--- config.mk ---
export PLATFORM = sky130hd
export DESIGN_NAME = ddr4_fine_sweep
export DESIGN_NICKNAME = d
export VERILOG_FILES = /design/src/rtl/ddr4_fine_sweep.sv
export SDC_FILE = /design/constraint.sdc
export NUM_CORES = 1
export LEC_CHECK = 0
export ABC_AREA = 1
export CORE_UTILIZATION = 58
export CTS_BUF_LIST = sky130_fd_sc_hd__clkbuf_8 sky130_fd_sc_hd__clkbuf_16
export DETAILED_ROUTE_END_ITERATION = 8
export HOLD_SLACK_MARGIN = 0.05
export PLACE_DENSITY = 0.8
export SLEW_MARGIN = 5
export SYNTH_ARGS = -nofsm -noshare
export SYNTH_HDL_FRONTEND = slang
export SYNTH_SLANG_ARGS = --single-unit
--- constraint.sdc ---
create_clock -name clk -period 5.55 [get_ports clk]
set_input_delay 1.11 -clock clk [delete_from_list [all_inputs] [get_ports clk]]
set_output_delay 1.11 -clock clk [all_outputs]
set_load 0.01 [all_outputs]
--- src/rtl/ddr4_fine_sweep.sv ---
// ddr4_fine_sweep: per-lane fine delay sweep that records the widest passing read window.
// Latency: result pulse DELAY_TAPS*(SETTLE_CYCLES+SAMPLES_PER_TAP+1)+1 cycles after the start edge.
// Backpressure: none; read_ok is sampled unconditionally in SAMPLE. DDR4_FINE_TAPCOUNT_EN adds pass_taps.
module ddr4_fine_sweep #(
    parameter int LANES              = 16,
    parameter int DELAY_TAPS         = 64,
    parameter int SAMPLES_PER_TAP    = 8,
    parameter int PASS_THRESHOLD     = 7,
    parameter int SETTLE_CYCLES      = 16,
    parameter int MIN_GROUP_WIDTH    = 6,
    parameter int MIN_LANES_REQUIRED = 12,
    localparam int TW = $clog2(DELAY_TAPS),
    localparam int WW = $clog2(DELAY_TAPS + 1),
    localparam int SW = $clog2(SAMPLES_PER_TAP + 1)
) (
    input  logic             clk,
    input  logic             rst_n,
    input  logic             fine_start,
    input  logic [LANES-1:0] read_ok,
    output logic [TW-1:0]    sweep_tap,
    output logic             busy,
    output logic             fine_done,
    output logic             fine_failed,
    output logic [LANES-1:0] lane_valid,
    output logic [TW-1:0]    best_start [0:LANES-1],
    output logic [TW-1:0]    best_end   [0:LANES-1],
    output logic [WW-1:0]    best_width [0:LANES-1]
`ifdef DDR4_FINE_TAPCOUNT_EN
    ,
    output logic [WW-1:0]    pass_taps  [0:LANES-1]
`endif
);
    localparam int CW = $clog2(SETTLE_CYCLES + SAMPLES_PER_TAP + 1);
    localparam int LW = $clog2(LANES + 1);
    localparam logic [CW-1:0] SETTLE_LAST = CW'(SETTLE_CYCLES - 1);
    localparam logic [CW-1:0] SAMPLE_LAST = CW'(SAMPLES_PER_TAP - 1);
    localparam logic [TW-1:0] TAP_LAST    = TW'(DELAY_TAPS - 1);
    localparam logic [SW-1:0] THRESH      = SW'(PASS_THRESHOLD);
    localparam logic [WW-1:0] MIN_W       = WW'(MIN_GROUP_WIDTH);
    localparam logic [LW-1:0] MIN_L       = LW'(MIN_LANES_REQUIRED);

    typedef enum logic [2:0] {IDLE, SETTLE, SAMPLE, EVAL, FINISH} state_t;

    state_t           state, state_nxt;
    logic             start_armed;
    logic             start_edge;
    logic [CW-1:0]    phase_cnt;
    logic [SW-1:0]    pass_cnt  [0:LANES-1];
    logic [TW-1:0]    cur_start [0:LANES-1];
    logic [WW-1:0]    cur_len   [0:LANES-1];
    logic [LANES-1:0] valid_nxt;
    logic [LW-1:0]    valid_cnt;

    // start_armed means fine_start was seen low; it resets low so a level held through reset never starts.
    assign start_edge = fine_start && start_armed;
    assign busy       = (state != IDLE) || fine_done || fine_failed;

    always_ff @(posedge clk or negedge rst_n) begin
        if (!rst_n) state <= IDLE;
        else        state <= state_nxt;
    end

    always_comb begin
        state_nxt = state;
        case (state)
            IDLE:    if (start_edge) state_nxt = SETTLE;
            SETTLE:  if (phase_cnt == SETTLE_LAST) state_nxt = SAMPLE;
            SAMPLE:  if (phase_cnt == SAMPLE_LAST) state_nxt = EVAL;
            EVAL:    state_nxt = (sweep_tap == TAP_LAST) ? FINISH : SETTLE;
            FINISH:  state_nxt = IDLE;
            default: state_nxt = IDLE;
        endcase
    end

    always_comb begin
        valid_nxt = '0;
        valid_cnt = '0;
        for (int l = 0; l < LANES; l++) begin
            valid_nxt[l] = (best_width[l] >= MIN_W);
            valid_cnt    = valid_cnt + LW'(valid_nxt[l]);
        end
    end

    always_ff @(posedge clk or negedge rst_n) begin
        if (!rst_n) begin
            start_armed <= 1'b0;
            phase_cnt   <= '0;
            sweep_tap   <= '0;
            fine_done   <= 1'b0;
            fine_failed <= 1'b0;
            lane_valid  <= '0;
        end else begin
            start_armed <= !fine_start;
            fine_done   <= 1'b0;
            fine_failed <= 1'b0;
            case (state)
                IDLE: if (start_edge) begin
                    sweep_tap  <= '0;
                    phase_cnt  <= '0;
                    lane_valid <= '0;
                end
                SETTLE: phase_cnt <= (phase_cnt == SETTLE_LAST) ? '0 : phase_cnt + 1'b1;
                SAMPLE: phase_cnt <= (phase_cnt == SAMPLE_LAST) ? '0 : phase_cnt + 1'b1;
                EVAL:   if (sweep_tap != TAP_LAST) sweep_tap <= sweep_tap + 1'b1;
                FINISH: begin
                    lane_valid  <= valid_nxt;
                    fine_done   <= (valid_cnt >= MIN_L);
                    fine_failed <= (valid_cnt < MIN_L);
                end
                default: ;
            endcase
        end
    end

    // Strict '>' on the best update keeps the earliest of equally wide windows.
    always_ff @(posedge clk or negedge rst_n) begin
        if (!rst_n) begin
            for (int l = 0; l < LANES; l++) begin
                pass_cnt[l]   <= '0;
                cur_start[l]  <= '0;
                cur_len[l]    <= '0;
                best_start[l] <= '0;
                best_end[l]   <= '0;
                best_width[l] <= '0;
            end
        end else begin
            for (int l = 0; l < LANES; l++) begin
                case (state)
                    IDLE: if (start_edge) begin
                        pass_cnt[l]   <= '0;
                        cur_start[l]  <= '0;
                        cur_len[l]    <= '0;
                        best_start[l] <= '0;
                        best_end[l]   <= '0;
                        best_width[l] <= '0;
                    end
                    SAMPLE: if (read_ok[l]) pass_cnt[l] <= pass_cnt[l] + 1'b1;
                    EVAL: begin
                        pass_cnt[l] <= '0;
                        if (pass_cnt[l] >= THRESH) begin
                            cur_len[l] <= cur_len[l] + 1'b1;
                            if (cur_len[l] == '0) cur_start[l] <= sweep_tap;
                            if ((cur_len[l] + 1'b1) > best_width[l]) begin
                                best_start[l] <= (cur_len[l] == '0) ? sweep_tap : cur_start[l];
                                best_end[l]   <= sweep_tap;
                                best_width[l] <= cur_len[l] + 1'b1;
                            end
                        end else begin
                            cur_len[l] <= '0;
                        end
                    end
                    default: ;
                endcase
            end
        end
    end

`ifdef DDR4_FINE_TAPCOUNT_EN
    always_ff @(posedge clk or negedge rst_n) begin
        if (!rst_n) begin
            for (int l = 0; l < LANES; l++) pass_taps[l] <= '0;
        end else begin
            for (int l = 0; l < LANES; l++) begin
                if (state == IDLE && start_edge)
                    pass_taps[l] <= '0;
                else if (state == EVAL && pass_cnt[l] >= THRESH)
                    pass_taps[l] <= pass_taps[l] + 1'b1;
            end
        end
    end
`endif

endmodule

Yosys cells after proc, flatten, opt, wreduce, memory -nomap -nowiden
Cells that the tools add are included.
- register bits: 609
- output and inout port bits: 329
- $add $sub $neg: 49
- order comparisons: 50
- eq/ne operators: 60
- muxes and demuxes: 274
- reductions and logical operators: 79
- operators with widths (cell ; number):
    2-to-1 mux 6 bit ; 98
    case mux 6 bit (2 select lines) ; 49
    case mux 7 bit (2 select lines) ; 32
    2-to-1 mux 7 bit ; 49
    case mux 4 bit (3 select lines) ; 16
    adder 7 x 1 -> 7 bit (second input constant) ; 16
    >= comparator 7 x 3 -> 1 bit (second input constant) ; 16
    > comparator 7 bit ; 16
    logical NOT 7 bit ; 16
    != test 2 bit (second input constant) ; 52
    AND reduction 3 bit ; 34
    2-to-1 mux 4 bit ; 17
    adder 4 x 1 -> 4 bit (second input constant) ; 16
    >= comparator 4 x 3 -> 1 bit (second input constant) ; 16
    AND reduction 4 bit ; 16
    adder 5 x 1 -> 5 bit ; 11
    case mux 16 bit (2 select lines) ; 1
    2-to-1 mux 16 bit ; 1
    2-to-1 mux 5 bit ; 3
    case mux 5 bit (3 select lines) ; 1
    2-to-1 mux 3 bit ; 4
    case mux 3 bit (4 select lines) ; 1
    nonzero test 3 bit ; 3
    adder 6 x 1 -> 6 bit (second input constant) ; 1
    21 further kinds ; 27

Depth between registers and ports, before layout
Gate-level depths: netlist of run 1.
- depth after elaboration: 18
- gate-level depth with buffers: 18
- gate-level depth less buffers: 17

Least setup slack after synthesis of run 1
OpenSTA, ideal clock, no wires.
- kind: reg-to-reg
- from: reg best_width[108] in the netlist's numbering
- to: reg fine_failed
- library setup time: 132 ps
- data arrival time: 3771 ps
- data required time: 5418 ps
- setup slack: 1647 ps
- cell stages (with the launch flop): 16
- path buffers: 0
- path through: dfrtp_1 > nor2_1 > o2111ai_1 > fa_1 > inv_1 > fa_1 > fa_1 > inv_1 > fa_1 > ha_1 > inv_1 > fa_1 > xnor2_1 > nand2_1 > nand2_1 > nor2_1
- word-level cells in the longest chain between the ends: 18
- ends and longest elaborated chain (item ; RTL line ; text):
    start, declared ; 27 ; output logic [WW-1:0] best_width [0:LANES-1]
    start signal, assigned by index ; 146 ; best_width[l] <= cur_len[l] + 1'b1;
    >= comparator 7 x 3 -> 1 bit ; 79 ; valid_nxt[l] = (best_width[l] >= MIN_W);
    adder 1 x 1 -> 2 bit ; 80 ; valid_cnt = valid_cnt + LW'(valid_nxt[l]);
    adder 2 x 1 -> 3 bit ; 80 ;
    adder 3 x 1 -> 4 bit ; 80 ;
    adder 4 x 1 -> 5 bit ; 80 ;
    adder 5 x 1 -> 5 bit (11 in series) ; 80 ;
    < comparator 5 x 4 -> 1 bit ; 108 ; fine_failed <= (valid_cnt < MIN_L);
    2-to-1 mux 1 bit ; 96 ; case (state)
    end signal, assigned ; 108 ;
    end, declared ; 23 ; output logic fine_failed,
No other way between the ends.
A chain may end at the register's enable or synchronous reset.

Worst setup path in the final report of run 1
- from: reg best_width[87] in the netlist's numbering
- to: reg fine_failed
- word-level cells in the longest chain between the ends: 16
- ends and longest elaborated chain (item ; RTL line):
    >= comparator 7 x 3 -> 1 bit ; 79
    adder 3 x 1 -> 4 bit ; 80
    adder 4 x 1 -> 5 bit ; 80
    adder 5 x 1 -> 5 bit (11 in series) ; 80
    < comparator 5 x 4 -> 1 bit ; 108
    2-to-1 mux 1 bit ; 96
No other way between the ends.

==> qor.yml, run 1 <==
clock_network:
  post_cts_buffers: 0
  clkTransAtPathRegs_ps: 60
  cts_buffers: 67
  postCtsResizedCells: 0
  clock_path_buffers: 3
  cts_tree: "built"
  ctsHtreeMaxLevel: 3
  ctsHoldBuffers: 0
  cts-root-buf: "clkbuf_16"
  worstSkewPairLatency_ps: 620
  clock_sinks: 609
setup_path:
  crit_path_cell_trace: "nor2_1, o2111ai_1, fa_1, inv_1, fa_1, fa_1, inv_1, fa_1, ha_1, inv_1, fa_1, xnor2_1, nand2_1, nand2_1, nor2_1"
  cpLargestDelayFamily: "adder cells"
  cp-start-kind: "flop"
  cp.required_ps: 6010
  max_stage_delay_ps: 610
  reg2reg_depth: 15
  cpMostUsedCell: "fa_1"
  crit_fanout: 4
  reg2reg_to: "fine_failed"
  cp-end-kind: "flop"
  r2r_slack_ps: 1260
  crit_arrival_ps: 4750
  crit_slowest_cell: "fa_1"
  worst-path-buf-inv: 3
  worstSetupPathType: "reg2reg"
  cp-startpoint: "best_width[87]"
  timing.rr.start: "best_width[87]"
min_path:
  whs_path_depth: 2
  worstHoldEndpoint: "best_end[87]"
  min_from: "best_end[87]"
  hp-class: "reg2reg"
logic_synthesis:
  syn_area_per_cell_um2: 7.64
  syn_nets: 4468
  ys_types: 38
  syn_area_um2: 32600
  yosysSeqAreaShare: 0.467
  postSynthCellCount: 4270
  ys_warn_count: 0
  ys_ff_latch: 609
grt:
  overflow: 0
  antenna_found_initial: 2
  grt_max_degree: 125
  grt_pass1_vias: 27800
  grt_pass1_wl_um: 147000
  grt_usage: 0.329
floorplan:
  dieArea_um2: 57200
  core_region_area_um2: 55300
  die_w_um: 239
  die_y_um: 239
  rows: 86
  start_util: 0.589
  ios: 348
power_and_ir_drop:
  p_int_mw: 7.90
  combPwrFrac: 0.120
  leakage_nw: 20.3
  swShare: 0.262
  p_per_area_nw_per_um2: 276
  clkPwrFrac: 0.420
  max-vdd-ir-drop_uv: 231
  finalPower_mw: 10.7
  p_sw_mw: 2.81
  power_frac_seq: 0.460
finish:
  final_common_cell: "nand2_1"
  final_core_util: 0.701
  drive_gt1_frac: 0.0399
  nFillCells: 4431
  diodes: 0
  syn_to_final_growth_pct: 18.9
  nets: 4741
  finalNonFillerCells: 5336
  design_area_um2: 38800
  layout_common_cells: "nand2_1, dfrtp_1, inv_1"
timing:
  setup_slack_ps: 1260
  setup_viol: 0
  min_period_ps: 4290
  slew_headroom: 0.219
  slew_violations: 0
  skew_ps: 24.8
  fin_tns_setup_ps: 0
  rsz0062_at_grt: "false"
  hold_violations: 0
  post-route-period-util: 0.773
  max_freq_mhz: 233
  hold_slack_ps: 470
  worstMarginPinSlew_ps: 1170
routing:
  wirelength_um: 92500
  drt_iter0_markers: 2307
  antenna_left: 0
  drt_first_pass_iters: 5
  vias_per_cell: 5.44
  drc: 0
  via_count: 29000
  wl_per_cell_um: 17.3
placement:
  gp_congestion: 0.909
  dpl.hpwl_um: 63000
  dp_slack_ps: 1270
  dp_cells: 5222
  io_buffers: 347
  dpl_cell_area_um2: 36600
job:
  cap_violations: 0
run_status:
  status: "complete, no violations"
cell families (layout without fill, tap and decap cells):
logic type	count (synthesis)	in the layout	share of synthesized area
and+or+nand+nor	2249	2249	0.283
buffers and inverters	729	1047	0.0889
DFF	609	609	0.467
AOI/OAI and AO/OA	458	458	0.0773
adders and majority gates	179	179	0.0710
xor gates and xnor gates	46	46	0.0124
worst max-delay path by stage:
| stage | cells after the start | endpoint |
|---|---|---|
| 2_1_floorplan | 15 | fine_failed |
| 3_3_place_gp | 15 | fine_failed |
| 3_5_place_dp | 15 | fine_failed |
| 4_1_cts | 15 | fine_failed |
| 5_1_grt | 15 | fine_failed |
| 6_report | 15 | fine_failed |
cells in the mapped netlist:
library cell	n	area share
xor2_1	45	0.012
a21oi_4	4	0.0020
nand4_1	31	0.0059
nand3_1	454	0.070
o221ai_1	1	0.00027
o21a_1	7	0.0016
nand2_1	1370	0.16
nor2_2	7	0.0013
fa_1	10	0.0061
o2111ai_1	10	0.0027
inv_2	5	0.00058
dfrtp_1	609	0.47
buf_6	5	0.0017
nand2_4	2	0.00069
a22o_1	1	0.00027
buf_2	85	0.013
o31ai_1	16	0.0037
xnor2_1	1	0.00027
clkbuf_1	84	0.0097
buf_1	9	0.0010
o22ai_1	34	0.0065
o32ai_1	1	0.00027
nor3b_1	4	0.00092
nor2_8	1	0.00061
o21ai_1	61	0.0094
buf_8	1	0.00046
ha_1	169	0.065
buf_4	2	0.00046
a21oi_1	106	0.016
nor2_1	343	0.039
nor2_4	2	0.00069
nor3_1	22	0.0034
o21ai_0	205	0.031
a21o_1	8	0.0018
or2_2	2	0.00038
nand2_2	11	0.0021
a21oi_2	4	0.0011
inv_1	538	0.062
final cells by class:
type / instances / area [um^2] / area share
flip-flops and latches: 609 / 15200 / 0.393
inverters: 543 / 2040 / 0.0527
clock buffers: 81 / 1910 / 0.0494
multi-input cells: 2932 / 14500 / 0.373
repair buffers: 390 / 3890 / 0.100
clock inverters: 33 / 280 / 0.00723
well taps: 748 / 936 / 0.0241
layer usage:
| metal | wire length (um) | vias to the layer above | track usage |
|---|---|---|---|
| li1 | - | 14100 | - |
| met1 | 39000 | 13800 | 0.448 |
| met2 | 41700 | 987 | 0.511 |
| met3 | 7930 | 204 | 0.0744 |
| met4 | 3820 | 2 | 0.131 |
| met5 | 7 | - | 0 |
sequential cells by signal, indices dropped and copies added, names as in the netlist, 5 cells and up:
name and count:
best_end 96, best_width 112, sweep_tap 6, pass_cnt 64, cur_start 96, best_start 96
lane_valid 16, phase_cnt 5, cur_len 112
power groups by stage:
stage	Clock [mW]	Combinational (mW)	Sequential (mW)
final	4.50	1.29	4.93
after global routing	4.72	1.49	4.96
after CTS	4.56	1.29	4.92
after detailed placement	0	1.27	5.00
after global placement	0	1.23	4.99
after floorplan	0	0.780	4.98
worst register-to-register path: cells and delay by family (launching register included):
family / cells / cell delay (ps)
XOR/XNOR: 1 / 170
adder cells (fa/ha/maj): 6 / 2770
AO/OA/AOI/OAI: 1 / 290
AND/OR/NAND/NOR: 4 / 340
flip-flops: 1 / 410
buffers and inverters: 3 / 190
Power figures use the tool's default switching activity.
==> run 2, diff against run 1 <==
--- a/config.mk
+++ b/config.mk
@@ -6,11 +6,11 @@
 export NUM_CORES = 1
 export LEC_CHECK = 0
 export ABC_AREA = 1
-export CORE_UTILIZATION = 58
+export CORE_UTILIZATION = 52
 export CTS_BUF_LIST = sky130_fd_sc_hd__clkbuf_8 sky130_fd_sc_hd__clkbuf_16
 export DETAILED_ROUTE_END_ITERATION = 8
 export HOLD_SLACK_MARGIN = 0.05
-export PLACE_DENSITY = 0.8
+export PLACE_DENSITY = 0.75
 export SLEW_MARGIN = 5
 export SYNTH_ARGS = -nofsm -noshare
 export SYNTH_HDL_FRONTEND = slang
==> constraint.sdc (replaced) <==
create_clock -name clk -period 3.6 [get_ports clk]
set_input_delay 0.72 -clock clk [delete_from_list [all_inputs] [get_ports clk]]
set_output_delay 0.72 -clock clk [all_outputs]
set_load 0.01 [all_outputs]
==> run 2 against run 1 <==
The flow now finishes with violations (negative setup slack); utilization is 5.0 points lower; sequential share of layout area is 1.4 points lower; clock power grew 58%; via count grew 1.5%; cell area grew 3.8%; critical path type unchanged; critical endpoint unchanged; combinational power up 54%; sequential cell count unchanged; die area rose by 11%; non-clock buffer count rose by 150; register-to-register slack lost 1700 ps; sequential power increased by 54%; worst hold slack lost 370 ps.
==> qor.yml, run 2 (same netlist as run 1, synthesis figures left out) <==
finish:
  final_common_cell: "nand2_1"
  multi_input_area_um2: 14600
  drive_gt1_frac: 0.0747
  top_regs: "best_width (112), cur_len (112)"
  final_core_util: 0.651
  seq_area_um2: 15200
  nFillCells: 5102
  diodes: 0
  layout_common_cells: "nand2_1, dfrtp_1, inv_1"
  nets: 4891
  syn_to_final_growth_pct: 23.5
clock_network:
  clkTransAtPathRegs_ps: 60
  worstSkewPairLatency_ps: 600
  cts-root-buf: "clkbuf_16"
  ctsHtreeMaxLevel: 3
  cts_tree: "built"
  cts_buffers: 67
  clock_sinks: 609
  clock_path_buffers: 3
floorplan:
  ios: 348
  dieArea_um2: 63700
  die_w_um: 252
  die_y_um: 252
  core_region_area_um2: 61800
  rows: 91
  start_util: 0.527
routing:
  wl_per_cell_um: 17.0
  drt_iter0_markers: 2553
  drt_first_pass_iters: 5
  wirelength_um: 94800
  drc: 0
  via_count: 29500
  vias_per_cell: 5.28
  antenna_left: 0
timing:
  setup_slack_ps: -441
  max_freq_mhz: 247
  skew_ps: 17.9
  hold_violations: 0
  hold_slack_ps: 99.9
  min_period_ps: 4040
  rsz0062_at_grt: "true"
  setup_viol: 2
  post-route-period-util: 1.12
  slew_headroom: 0.365
  slew_violations: 0
  worstMarginPinSlew_ps: 951
placement:
  dpl.hpwl_um: 66900
  gp_congestion: 0.898
  io_buffers: 347
setup_path:
  crit_arrival_ps: 4490
  timing.rr.start: "best_width[88]"
  reg2reg_to: "fine_failed"
  cp-end-kind: "flop"
  cp-start-kind: "flop"
  cp.required_ps: 4050
  worstSetupPathType: "reg2reg"
  reg2reg_depth: 16
  crit_fanout: 2
  r2r_slack_ps: -440
grt:
  antenna_found_initial: 2
  grt_usage: 0.299
  grt_pass1_vias: 28400
  grt_pass1_wl_um: 150000
  overflow: 0
  grt_max_degree: 76
power_and_ir_drop:
  leakage_nw: 21.1
  max-vdd-ir-drop_uv: 275
  p_per_area_nw_per_um2: 414
run_status:
  violations: "negative setup slack"
  status: "complete, but fails checks"
min_path:
  hp-class: "in2async"
job:
  cap_violations: 0
==> run 2: critical path, stage by stage, from the launching register on <==
cell and delay (ps):
dfrtp_1 390, nor2_1 120, o2111ai_1 110, buf_4 180
fa_2 580, inv_2 50, fa_1 450, fa_1 500
inv_1 50, fa_1 480, ha_2 200, inv_2 50
fa_2 390, xnor2_2 130, nand2_1 100, nand2_1 70
nor2_1 40
==> run 2: worst max path at each step <==
| stage | start | to | slack (ps) | cells after the start |
|---|---|---|---|---|
| 3_3_place_gp | best_width[109] | fine_failed | -440 | 15 |
| 5_1_grt | best_width[88] | fine_failed | -580 | 16 |
| 4_1_cts | best_width[88] | fine_failed | -440 | 16 |
| 2_1_floorplan | best_width[74] | fine_failed | -190 | 15 |
| 3_5_place_dp | best_width[59] | fine_failed | -540 | 16 |
| 6_report | best_width[88] | fine_failed | -440 | 16 |
==> run 2: report_power, final <==
| part | total (mW) | internal (mW) | switching (mW) | leakage (nW) |
|---|---|---|---|---|
| logic | 1.99 | 0.801 | 1.19 | 12.1 |
| clock network | 7.10 | 4.30 | 2.80 | 1.18 |
| registers | 7.59 | 7.28 | 0.308 | 7.80 |
==> run 2: metal layers <==
metal | part of all wire | global-route usage
met5 | 0.00018 | 0
met1 | 0.44 | 0.408
met3 | 0.064 | 0.0468
met4 | 0.032 | 0.108
met2 | 0.46 | 0.482
==> run 2: cell type report <==
type / instances / share of cell area
Sequential cell: 609 / 0.379
Multi-Input combinational cell: 2932 / 0.362
Timing Repair Buffer: 540 / 0.126
Inverter: 543 / 0.0508
Clock buffer: 83 / 0.0482
Tap cell: 837 / 0.0260
Clock inverter: 33 / 0.00817
==> run 2: timing repair <==
item / in CTS / in global routing
setup endpoints to repair: 2 / 2
resized for setup: 11 / 2
pin swaps: 13 / 3
buffers inserted: 5 / 0
hold buffers: 0 / 0
==> run 2: stage by stage <==
step / instances / power, mW / setup WS [ps] / cell area [um^2] / setup TNS (ps)
after floorplan: 4270 / 8.88 / -192 / 32600 / -369
after global placement: 5456 / 9.60 / -439 / 37900 / -853
after detailed placement: 5456 / 9.68 / -538 / 37900 / -1040
after CTS: 5577 / 16.8 / -441 / 40200 / -867
after global routing: 5577 / 17.4 / -583 / 40300 / -1140
final: 5577 / 16.7 / -441 / 40300 / -858
==> patch, RTL diff (flow settings as in run 2) <==
Set the parameter `DELAY_TAPS` to 128 (it was 64).
--- a/src/rtl/ddr4_fine_sweep.sv
+++ b/src/rtl/ddr4_fine_sweep.sv
@@ -5,3 +5,3 @@
     parameter int LANES              = 16,
-    parameter int DELAY_TAPS         = 64,
+    parameter int DELAY_TAPS         = 128,
     parameter int SAMPLES_PER_TAP    = 8,
Ports: changed (resized best_end, best_start, best_width and sweep_tap); port bits go from 348 to 397. The function was not compared with the original's and may differ.
==> patch against run 2 <==
The run ends with DRC, setup timing left; global-route usage rose by 0.44 points; clock skew up 0.010 ns; area after synthesis up 14%; routed wire length up 16%; critical endpoint unchanged; worst setup slack worse by 0.056 ns; design area increased by 14%; sequential cell count rose by 81; critical path type unchanged; non-clock buffer count grew 70.
Power is not compared: it rests on default switching activity, and its combinational part moved more than twofold at a synthesized area within 25%.
==> patch: results (changes against run 2) <==
status finished with violations (unchanged); failing checks DRC, setup timing (was setup timing); clock buf count 96 (was 83); Avg Cell Area, Syn 7.55 sq um (was 7.64 sq um); met2 routed WL 51200 microns (was 43900 microns); setup slack, reg-to-reg -0.50 ns (was -0.44 ns); Remaining DRCs 2 (was 0); Signal buf overhead 0.125 (was 0.126); setup ws final -0.497 ns (was -0.441 ns); Area Growth Syn to Fin 23.1% (was 23.5%); top post-synthesis cells by area dfrtp_1 (46%), nand2_1 (18%), nand3_1 (7.0%), ha_1 (6.2%), nor2_1 (4.8%) (was dfrtp_1 (47%), nand2_1 (16%), nand3_1 (7.0%), ha_1 (6.5%), inv_1 (6.2%)); Post-synth top cells nand2_1 (1809), dfrtp_1 (690), nand3_1 (517) (was nand2_1 (1370), dfrtp_1 (609), inv_1 (538)); filler instances 5975 (was 5102); vias in the first global route 32400 (was 28400); register area 0.0173 sq mm (was 0.0152 sq mm); initial antenna violation count 1 (was 2); post-synthesis sequential area ratio 0.464 (was 0.467); area post-placement 0.0431 sq mm (was 0.0379 sq mm); slowest stage cell, crit path fa_1 (was fa_2); xor/xnor share of the synthesized area 0.0151 (was 0.0124); GR Layer Usage met3 0.0476 (was 0.0468); post-synth top area share 0.464 (was 0.467); CTS buffer count 77 (was 67); synth unique cells 42 (was 38); Post-Route WL 110000 microns (was 94800 microns); Syn Nets 5139 (was 4468); met1 Resource Use GR 0.412 (was 0.408); Non-CTS buffers 610 (was 540); routing usage on met2 0.493 (was 0.482); Metal-1 WL 47300 microns (was 41700 microns); routed vias 34200 (was 29500); DR pass1 iterations 9 (was 5); Min Hold Slack 0.0886 ns (was 0.0999 ns); 1st-iter DRT viols 2994 (was 2553); placed cells 6256 (was 5456); CTS sink count 690 (was 609); Multi-input comb cells 3519 (was 2932); Post-Syn Area 0.0372 sq mm (was 0.0326 sq mm); crit-path max cell delay 0.51 ns (was 0.58 ns); pin count of the biggest net entering global routing 94 (was 76); # setup viols final 2 (unchanged); fraction of area in multi-input gates 0.374 (was 0.362); layout cells sized above 1 0.0753 (was 0.0747); IO Port Bufs 396 (was 347); top flop regs best_width: 128 flops, cur_len: 128 flops (was best_width: 112 flops, cur_len: 112 flops); Placer Congestion 0.916 (was 0.898)
[patch: cell families after synthesis]
logic type,count (synthesis)
XOR/XNOR,64
AND/OR/NAND/NOR,2936
flip-flops,690
buffers and inverters,716
AO/OA/AOI/OAI,324
adder cells (fa/ha/maj),195
[patch: power by group]
part / total (mW) / leakage (nW) / internal, mW / switching [mW]
clock: 8.15 / 1.34 / 4.81 / 3.35
combinational: 7.97 / 14.4 / 2.53 / 5.44
sequential: 9.55 / 9.57 / 8.81 / 0.747
total: 25.7 / 25.3 / 16.1 / 9.53
[patch: worst paths after layout]
path	cells after the start	to	start
max	16	fine_failed	best_width[85]
min	1	best_start[6]	rst_n
max reg2reg	16	fine_failed	best_width[85]
min reg2reg	2	best_end[81]	best_end[81]
max in group asynchronous	2	best_start[47]	rst_n
min in group clk	2	best_end[81]	best_end[81]
[patch: repair_timing]
item / 4_1_cts / 5_1_grt
pin swaps: 7 / 2
resized for setup: 7 / 5
setup endpoints to repair: 2 / 2
buffers inserted: 0 / 0
